===== src/rtl/dp_sched_pkg.sv =====
`default_nettype none
// ============================================================================
// Module  : dp_sched_pkg
// Brief   : Shared types, constants and tap-extraction helper for the
//           dot-product scheduler family.
// Revision: 1.0 - initial release
// ============================================================================
package dp_sched_pkg;

    localparam int DEFAULT_TIMEOUT = 15;
    localparam int MAX_W           = 64;
    localparam int MAX_REQ         = 16;
    localparam int TAPV_W          = MAX_REQ * 4 * MAX_W;

    typedef enum logic [1:0] {
        ST_IDLE  = 2'd0,
        ST_ISSUE = 2'd1,
        ST_WAIT  = 2'd2,
        ST_EMIT  = 2'd3
    } dp_state_e;

    localparam logic [1:0] IDLE  = ST_IDLE;
    localparam logic [1:0] ISSUE = ST_ISSUE;
    localparam logic [1:0] WAIT  = ST_WAIT;
    localparam logic [1:0] EMIT  = ST_EMIT;

    // Tap k of requester i from a zero-extended packed activation vector of tap width w.
    function automatic logic [MAX_W-1:0] get_tap(
        input logic [TAPV_W-1:0] vec,
        input int                i,
        input int                k,
        input int                w
    );
        logic [MAX_W-1:0] mask;
        mask = {MAX_W{1'b1}} >> (MAX_W - w);
        return MAX_W'(vec >> ((i * 4 + k) * w)) & mask;
    endfunction

endpackage
`default_nettype wire


===== src/rtl/rr_arbiter.sv =====
`default_nettype none
// ============================================================================
// Module  : rr_arbiter
// Brief   : Combinational round-robin arbiter; searches upward from last_id+1.
// Revision: 1.0 - initial release
// ============================================================================
module rr_arbiter #(
    parameter int N   = 4,
    parameter int IDW = $clog2(N)
) (
    input  logic [N-1:0]   req,
    input  logic [IDW-1:0] last_id,
    output logic           found,
    output logic [IDW-1:0] win_id
);

    logic [IDW:0] w_idx;

    // Walk offsets from farthest to nearest so the nearest pending requester wins.
    always_comb begin
        found  = 1'b0;
        win_id = '0;
        w_idx  = '0;
        for (int off = N; off >= 1; off--) begin
            w_idx = {1'b0, last_id} + (IDW + 1)'(off);
            if (w_idx >= (IDW + 1)'(N)) begin
                w_idx = w_idx - (IDW + 1)'(N);
            end
            if (req[w_idx[IDW-1:0]]) begin
                found  = 1'b1;
                win_id = w_idx[IDW-1:0];
            end
        end
    end

endmodule
`default_nettype wire


===== src/rtl/dot_product_scheduler.sv =====
`default_nettype none
// ============================================================================
// Module  : dot_product_scheduler
// Brief   : Round-robin sharing of one 4-tap dot-product engine with watchdog.
// Revision: 1.0 - initial release
// ============================================================================
module dot_product_scheduler
    import dp_sched_pkg::*;
#(
    parameter int W       = 16,
    parameter int N_REQ   = 4,
    parameter int TIMEOUT = DEFAULT_TIMEOUT,
    parameter int IDW     = $clog2(N_REQ)
) (
    input  logic                   clk,
    input  logic                   rst_n,
    input  logic [N_REQ-1:0]       req,
    input  logic [N_REQ*4*W-1:0]   req_a,
    output logic [N_REQ-1:0]       gnt,
    output logic                   eng_start,
    output logic signed [W-1:0]    eng_a0,
    output logic signed [W-1:0]    eng_a1,
    output logic signed [W-1:0]    eng_a2,
    output logic signed [W-1:0]    eng_a3,
    output logic [IDW-1:0]         eng_bank,
    input  logic signed [2*W-1:0]  eng_out,
    input  logic                   eng_out_v,
    output logic signed [2*W-1:0]  res,
    output logic [IDW-1:0]         res_id,
    output logic                   res_v,
    output logic                   res_err,
    output logic                   busy
);

    localparam logic [7:0] c_tmo_limit = 8'(TIMEOUT);

    logic [1:0]       r_state;
    logic [IDW-1:0]   r_last_id;
    logic [7:0]       r_tmo_cnt;

    logic             w_found;
    logic [IDW-1:0]   w_win_id;
    logic [N_REQ-1:0] w_onehot;
    logic [W-1:0]     w_taps [N_REQ][4];

    rr_arbiter #(
        .N   (N_REQ),
        .IDW (IDW)
    ) u_arb (
        .req     (req),
        .last_id (r_last_id),
        .found   (w_found),
        .win_id  (w_win_id)
    );

    generate
        for (genvar i = 0; i < N_REQ; i++) begin : g_req
            for (genvar k = 0; k < 4; k++) begin : g_tap
                assign w_taps[i][k] = W'(get_tap(TAPV_W'(req_a), i, k, W));
            end
        end
    endgenerate

    assign w_onehot = {{(N_REQ-1){1'b0}}, 1'b1} << w_win_id;

    always_ff @(posedge clk or negedge rst_n) begin
        if (!rst_n) begin
            r_state   <= IDLE;
            r_last_id <= IDW'(N_REQ - 1);
            r_tmo_cnt <= '0;
            gnt       <= '0;
            eng_start <= 1'b0;
            eng_a0    <= '0;
            eng_a1    <= '0;
            eng_a2    <= '0;
            eng_a3    <= '0;
            eng_bank  <= '0;
            res       <= '0;
            res_id    <= '0;
            res_v     <= 1'b0;
            res_err   <= 1'b0;
            busy      <= 1'b0;
        end else begin
            gnt       <= '0;
            eng_start <= 1'b0;
            res_v     <= 1'b0;
            case (r_state)
                IDLE: begin
                    if (w_found) begin
                        r_state   <= ISSUE;
                        r_last_id <= w_win_id;
                        eng_bank  <= w_win_id;
                        res_id    <= w_win_id;
                        eng_a0    <= w_taps[w_win_id][0];
                        eng_a1    <= w_taps[w_win_id][1];
                        eng_a2    <= w_taps[w_win_id][2];
                        eng_a3    <= w_taps[w_win_id][3];
                        gnt       <= w_onehot;
                        eng_start <= 1'b1;
                        busy      <= 1'b1;
                    end
                end
                ISSUE: begin
                    r_state   <= WAIT;
                    r_tmo_cnt <= 8'd1;
                end
                WAIT: begin
                    // A valid result in the watchdog's final cycle still counts as success.
                    if (eng_out_v) begin
                        r_state <= EMIT;
                        res     <= eng_out;
                        res_err <= 1'b0;
                        res_v   <= 1'b1;
                    end else if (r_tmo_cnt == c_tmo_limit) begin
                        r_state <= EMIT;
                        res     <= '0;
                        res_err <= 1'b1;
                        res_v   <= 1'b1;
                    end else if (r_tmo_cnt != 8'hFF) begin
                        r_tmo_cnt <= r_tmo_cnt + 8'd1;
                    end
                end
                EMIT: begin
                    r_state <= IDLE;
                    busy    <= 1'b0;
                end
                default: begin
                    r_state <= IDLE;
                    busy    <= 1'b0;
                end
            endcase
        end
    end

endmodule
`default_nettype wire


===== config.mk =====
export PLATFORM = sky130hd
export DESIGN_NAME = dot_product_scheduler
export DESIGN_NICKNAME = d
export VERILOG_FILES = /design/src/rtl/dp_sched_pkg.sv /design/src/rtl/rr_arbiter.sv /design/src/rtl/dot_product_scheduler.sv
export SDC_FILE = /design/constraint.sdc
export NUM_CORES = 1
export LEC_CHECK = 0
export BUFFER_PORTS_ARGS = -buffer_cell sky130_fd_sc_hd__buf_2
export CORE_AREA = 2 2 158 160
export CTS_CLUSTER_DIAMETER = 30
export CTS_CLUSTER_SIZE = 10
export DETAILED_ROUTE_END_ITERATION = 16
export DIE_AREA = 0 0 160 162
export PLACE_DENSITY = 0.58
export SETUP_SLACK_MARGIN = 0.5
export SLEW_MARGIN = 40
export SYNTH_ARGS = -nofsm -noshare
export SYNTH_HDL_FRONTEND = slang
export SYNTH_HIERARCHICAL = 1
export SYNTH_SLANG_ARGS = --single-unit

===== constraint.sdc =====
create_clock -name clk -period 7.99 [get_ports clk]
set_clock_uncertainty 0.2 [all_clocks]
set_input_delay 1.1985 -clock clk [delete_from_list [all_inputs] [get_ports clk]]
set_output_delay 1.1985 -clock clk [all_outputs]
set_load 0.05 [all_outputs]

== After elaboration in Yosys (flattened, before gate mapping) ==
Cells that the tools add are included.
Storage, ports and cells
  output and inout bits: 108
  memory bits (writable): 0
  latch bits: 0
  logic and storage cells: 97
  memories kept: 0
  bits in read-only memories: 0
  flip-flop bits (word level): 118
  input bits: 295
Operators by class
  multiplexer cells: 44
  bitwise gates (word level): 1
  add/sub/neg operators: 9
  $mul: 0
  order comparisons: 9
  equality and inequality tests: 10
  shifts and indexed selects: 1
  div/mod/pow operators: 0
  reductions and logical operators: 9
Operator list (number)
  64-bit binary-select mux with 2-bit select: 1
  64-bit two-way mux: 2
  32-bit two-way mux: 2
  8-bit two-way mux: 3
  2-bit two-way mux: 11
  1-bit two-way mux: 16
  8-bit case mux with 2 select lines: 1
  3-bit greater-or-equal comparator, second input constant: 5
  2-bit by 3-bit < comparator with 1-bit output, second input constant: 4
  8-bit by 1-bit adder with 8-bit output, second input constant: 1
  1-bit binary-select mux with 2-bit select: 4
  8-bit by 4-bit == test with 1-bit output, second input constant: 1
  4-bit two-way mux: 2
  8-bit inequality test, second input constant: 1
  2-bit case mux with 4 select lines: 1
  2-bit AND reduction: 4
  2-bit by 1-bit subtractor with 2-bit output, second input constant: 4
  2-bit by 2-bit adder with 3-bit output, second input constant: 2
  2-bit inequality test, second input constant: 3
  2-bit nonzero test: 3
  2-bit == test, second input constant: 2
  4-bit AND reduction: 1
  1-bit by 2-bit left shift with 4-bit output, first input constant: 1
  2-bit by 1-bit adder with 3-bit output, second input constant: 1
  7 further kinds: 7

== Longest topological paths before layout ==
  word-level depth: 13
  gate-level depth with buffers: 8
  depth with buffers taken out: 6

== Modules after synthesis ==
Netlist, hierarchy kept.
Modules (own cells, without submodules)
  dot_product_scheduler: times used 1, cells an instance 396, seq. area each 2955.3 sq um, area an instance 6128.4 sq um
  rr_arbiter: times used 1, cells an instance 14, seq. area each 0.0 sq um, area an instance 91.3 sq um

== Least setup slack after synthesis ==
No wires, ideal clock.
  path type: input-to-reg
  from: input port req[2]
  to: register eng_a3[4]
  arrival: 3068 ps
  slack: 4597 ps
  path buffers: 3
  stages on the path: 8
  required time: 7665 ps
  cell sequence: and2b_1 a21oi_2 o221ai_2 clkbuf_1 buf_2 buf_4 mux4_2 mux2_2
On the way
  cells in the longest elaborated chain, start to end: 10
  elaborated cells between the ends (all ways): 21
RTL lines
  from (decl): RTL line dot_product_scheduler.sv:17  | input logic [N_REQ-1:0] req,
  1-bit binary-select mux with 2-bit select: RTL line rr_arbiter.sv:29  | if (req[w_idx[IDW-1:0]]) begin
  1-bit two-way mux (not written as such): RTL line rr_arbiter.sv:29
  2-bit two-way mux (3 in series): RTL line rr_arbiter.sv:29
  2-bit two-way mux (*): RTL line rr_arbiter.sv:29
  named net w_win_id[0]: RTL line dot_product_scheduler.sv:42  | logic [IDW-1:0] w_win_id;
  2-bit NOT with 3-bit output (not written as such) (*): RTL line dot_product_scheduler.sv:97  | eng_a3 <= w_taps[w_win_id][3];
  64-bit binary-select mux with 2-bit select (*): RTL line dot_product_scheduler.sv:97
  64-bit two-way mux (not written as such) (*) (2 in series): RTL line dot_product_scheduler.sv:97
  to (signal assigned): RTL line dot_product_scheduler.sv:97
  to (decl): RTL line dot_product_scheduler.sv:24  | output logic signed [W-1:0] eng_a3,
The timed path passes the listed nets; every way through them passes the cells marked *. The select of a mux whose other input is x is not followed.
A chain may end at the register's enable or synchronous reset.

== Final worst setup path ==
  from: input port req[2]
  to: register eng_a3[9]
Same word-level chain as after synthesis.

==> impl_results.md <==
- Status: finished clean
- FILL cells: 2423
- Post-CTS setup buffers: 0
- Sw frac: 48.21%
- Post_cts resized: 0
- Initial Utilization: 25.80%
- Top delay family on crit path: buffers and inverters
- Post-synthesis xor/xnor area fraction: 0.1408%
- Ys flop type: dfrtp_1
- TritonCTS clock tree: done
- Flops & latches, synth: 118
- IO Pins: 403
- Yosys warns: 6
- Wire length per cell after detailed routing: 18.78 µm
- Drt total wl: 21510 µm
- Synth cell count leaders: dfrtp_1 (116), mux2_2 (64), mux4_2 (64)
- IR Drop Worst-Case VDD: 186.2 µV
- Latest clock arrival within the worst-skew pair: 410 ps
- F_max: 280.7 MHz
- Part of the power in the clock network: 17.7%
- GRT Util Overall: 16.51%
- Hold Crit Endpoint: r_last_id[0]$_DFFE_PN1P_
- End of the worst register-to-register path: eng_a3[9]$_DFFE_PN0P_
- Crit path required time: 8080 ps
- Sequential share of the synthesized area: 47.52%
- FF-to-FF Start: r_last_id[1]$_DFFE_PN1P_
- Post-synth EDFFs: 0
- Final Hold Vio Count: 0
- Min Tclk post-route: 3563 ps
- PortBufs: 402
- # rows: 57
- Antenna violations before repair: 6
- Die Y: 162 µm
- P per Cell Area: 455.5 nW/µm²
- Synth area leaders: dfrtp_1 (47%), mux4_2 (23%), mux2_2 (12%), a22o_1 (4.6%), clkbuf_1 (1.0%)
- Hold path startpoint: r_last_id[0]$_DFFE_PN1P_
- Sequential Power Share: 25.0%
- Post-synth cell types: 45
- Synth area leader: dfrtp_1
- Synth Area in Compound Gates: 7.926%
- CP startpoint kind: input port
- HP Class: reg2reg
- Hold-fix buffers at CTS: 0
- Adder-cell share of the synthesized area: 1.006%
- Slowest-stage cell, CP: mux4_2
- Clock sink count: 118
- Max Slew Vio Count: 0
- Critical Path End Type: flop
- Pleak: 4.395 nW
- Vias in the first global route: 5740
- Remaining DRCs: 0
- Avg Cell Area, Syn: 15.17 µm²
- Nets: 1103
- Post-DR vias/cell: 4.657
- Final Cycle Share: 44.59%
- Crit-path max FO: 47
- Initial DRC count: 230
- Max-cap violation count: 0
- Depth of the worst hold-timing path: 2
- Pint: 2.154 mW
- Cell Area, Synth: 6220 µm²
- First-pass GRT wire length: 32720 µm
- Most common cell in the netlist: dfrtp_1
- Cell-by-cell trace of the critical path: buf_2 > and2b_1 > a21oi_2 > o221ai_4 > buf_4 > buf_6 > mux4_2 > mux2_2
- Post-Syn Nets: 710
- Root Driver: clkbuf_16
- Synthesized netlist cell count: 410
- Worst-Margin Slew: 852.0 ps
- Chip width: 160 µm
- Setup CP Type: in2reg
- Gate power share: 57.3%
- Main combinational cell family by area after synthesis: multiplexers
- Crit path DAT: 3650 ps
- Pin count of the biggest net entering global routing: 65
- Gp weighted congestion: 0.7914
- H-tree depth reported by CTS: 4
- Simple-gate area share of the yosys netlist: 3.983%
- Crit-path max cell delay: 580 ps
- Post-DRT Antenna Nets: 0
- CP bufs+invs: 3
- Share of layout cells above drive strength 1: 71.32%
- Area growth, synth to finish: 46.77%
- Clk pin slew, worst setup/hold paths: 60 ps
- Core Box Area: 24110 µm²
- Full die area: 25920 µm²
- Post-synthesis mux area share: 35.59%
- Detail Placement HPWL: 16500 µm
- Top cell type's share of synthesized area: 46.67%
- RSZ-0062 raised after global routing: false
- Clock tree buffer depth: 2
- Final setup violation count: 0
- Async SR Flop Fraction: 100.0%
- Headroom to the max-slew limit: 43.20%
- Pre-antenna DRT Iters: 4
- Final Core Density: 37.87%
- NetSw: 2.005 mW
- Vias: 5332
- CTS buffer count: 17
- Reg2reg setup slack: 4790 ps
- Worst reg-to-reg path cell count: 7
- Grt total ovfl: 0
- Setup TNS: 0 ps
-- power groups by stage --
stage | Clock (mW) | Sequential (mW) | Combinational [mW]
after floorplan | 0 | 1.94 | 0.932
after global placement | 0 | 1.05 | 2.37
after detailed placement | 0 | 1.05 | 2.40
after CTS | 0.765 | 1.04 | 2.41
after global routing | 0.789 | 1.08 | 2.52
final | 0.735 | 1.04 | 2.38
-- worst reg2reg max path: stages (launching register included) --
cell and delay, ps:
dfstp_2 590, nand2b_1 140, a21oi_2 80, o221ai_4 160, buf_4 410, buf_6 560
mux4_2 680, mux2_2 270
-- routing by layer --
metal | global-route usage (%) | vias up | wire length [µm] | part of all wire (%)
met5 | 0 | - | 13 | 0.060
met4 | 6.183 | 2 | 321 | 1.5
met3 | 5.567 | 20 | 1658 | 7.7
met2 | 28.10 | 268 | 10920 | 51
met1 | 19.45 | 2644 | 8594 | 40
li1 | - | 2398 | - | -
-- metrics by stage --
| step | area [µm²] | setup WS [ps] | cells | power (mW) | hold slack [ps] |
|---|---|---|---|---|---|
| after floorplan | 6220 | 4597 | 410 | 2.876 | 259.8 |
| after detailed placement | 8536 | 3929 | 1107 | 3.451 | 285.4 |
| after global routing | 9129 | 4237 | 1145 | 4.387 | 310.3 |
| after global placement | 8513 | 3701 | 1106 | 3.421 | 280.4 |
| final | 9129 | 4427 | 1145 | 4.159 | 296.3 |
| after CTS | 9092 | 4377 | 1139 | 4.214 | 301.5 |
-- placed cells by master, fill, tap and decap left out, drive strengths merged, types with 4 or more instances in the layout --
cell type	n
a22o	33
diode	5
nor2	7
dfrtp	116
clkbuf	17
nand2b	5
a21oi	8
mux2	65
clkinv	9
ha	5
buf	410
inv	15
nand2	17
mux2i	4
mux4	64
-- worst max-delay path by stage --
stage | end | from | depth (start not counted)
finish | eng_a3[9]$_DFFE_PN0P_ | req[2] | 8
global route | eng_a2[3]$_DFFE_PN0P_ | req[2] | 8
CTS | eng_a1[4]$_DFFE_PN0P_ | req[2] | 8
detailed placement | eng_a3[0]$_DFFE_PN0P_ | req[2] | 8
global placement | eng_a1[6]$_DFFE_PN0P_ | req[2] | 8
floorplan | eng_a3[4]$_DFFE_PN0P_ | req[2] | 8
-- sequential cells by signal (all words and copies together) (netlist names) --
signal,count
eng_a3,16
res_v,1
res_err,1
r_last_id,2
res_id,2
r_state,2
r_tmo_cnt,8
eng_a2,16
busy,1
eng_start,1
eng_a1,16
res,32
eng_a0,16
gnt,4
-- layout make-up --
cell class / instances / area (µm²) / area share [%]
multi-input combinational: 244 / 3048 / 33.39
sequential: 118 / 2955 / 32.37
timing repair buffer: 410 / 2106 / 23.07
clock buffer: 17 / 425.4 / 4.660
tap: 324 / 405.4 / 4.441
clock inverter: 15 / 131.4 / 1.439
inverter: 12 / 45.04 / 0.4934
antenna: 5 / 12.51 / 0.1371
-- kinds of logic after synthesis --
| group | after synthesis |
|---|---|
| simple gates | 46 |
| compound gates | 59 |
| xor+xnor | 1 |
| flops | 118 |
| fa+ha+maj | 5 |
| buf+inv | 48 |
| mux | 133 |
(Power assumes the default switching activity.)
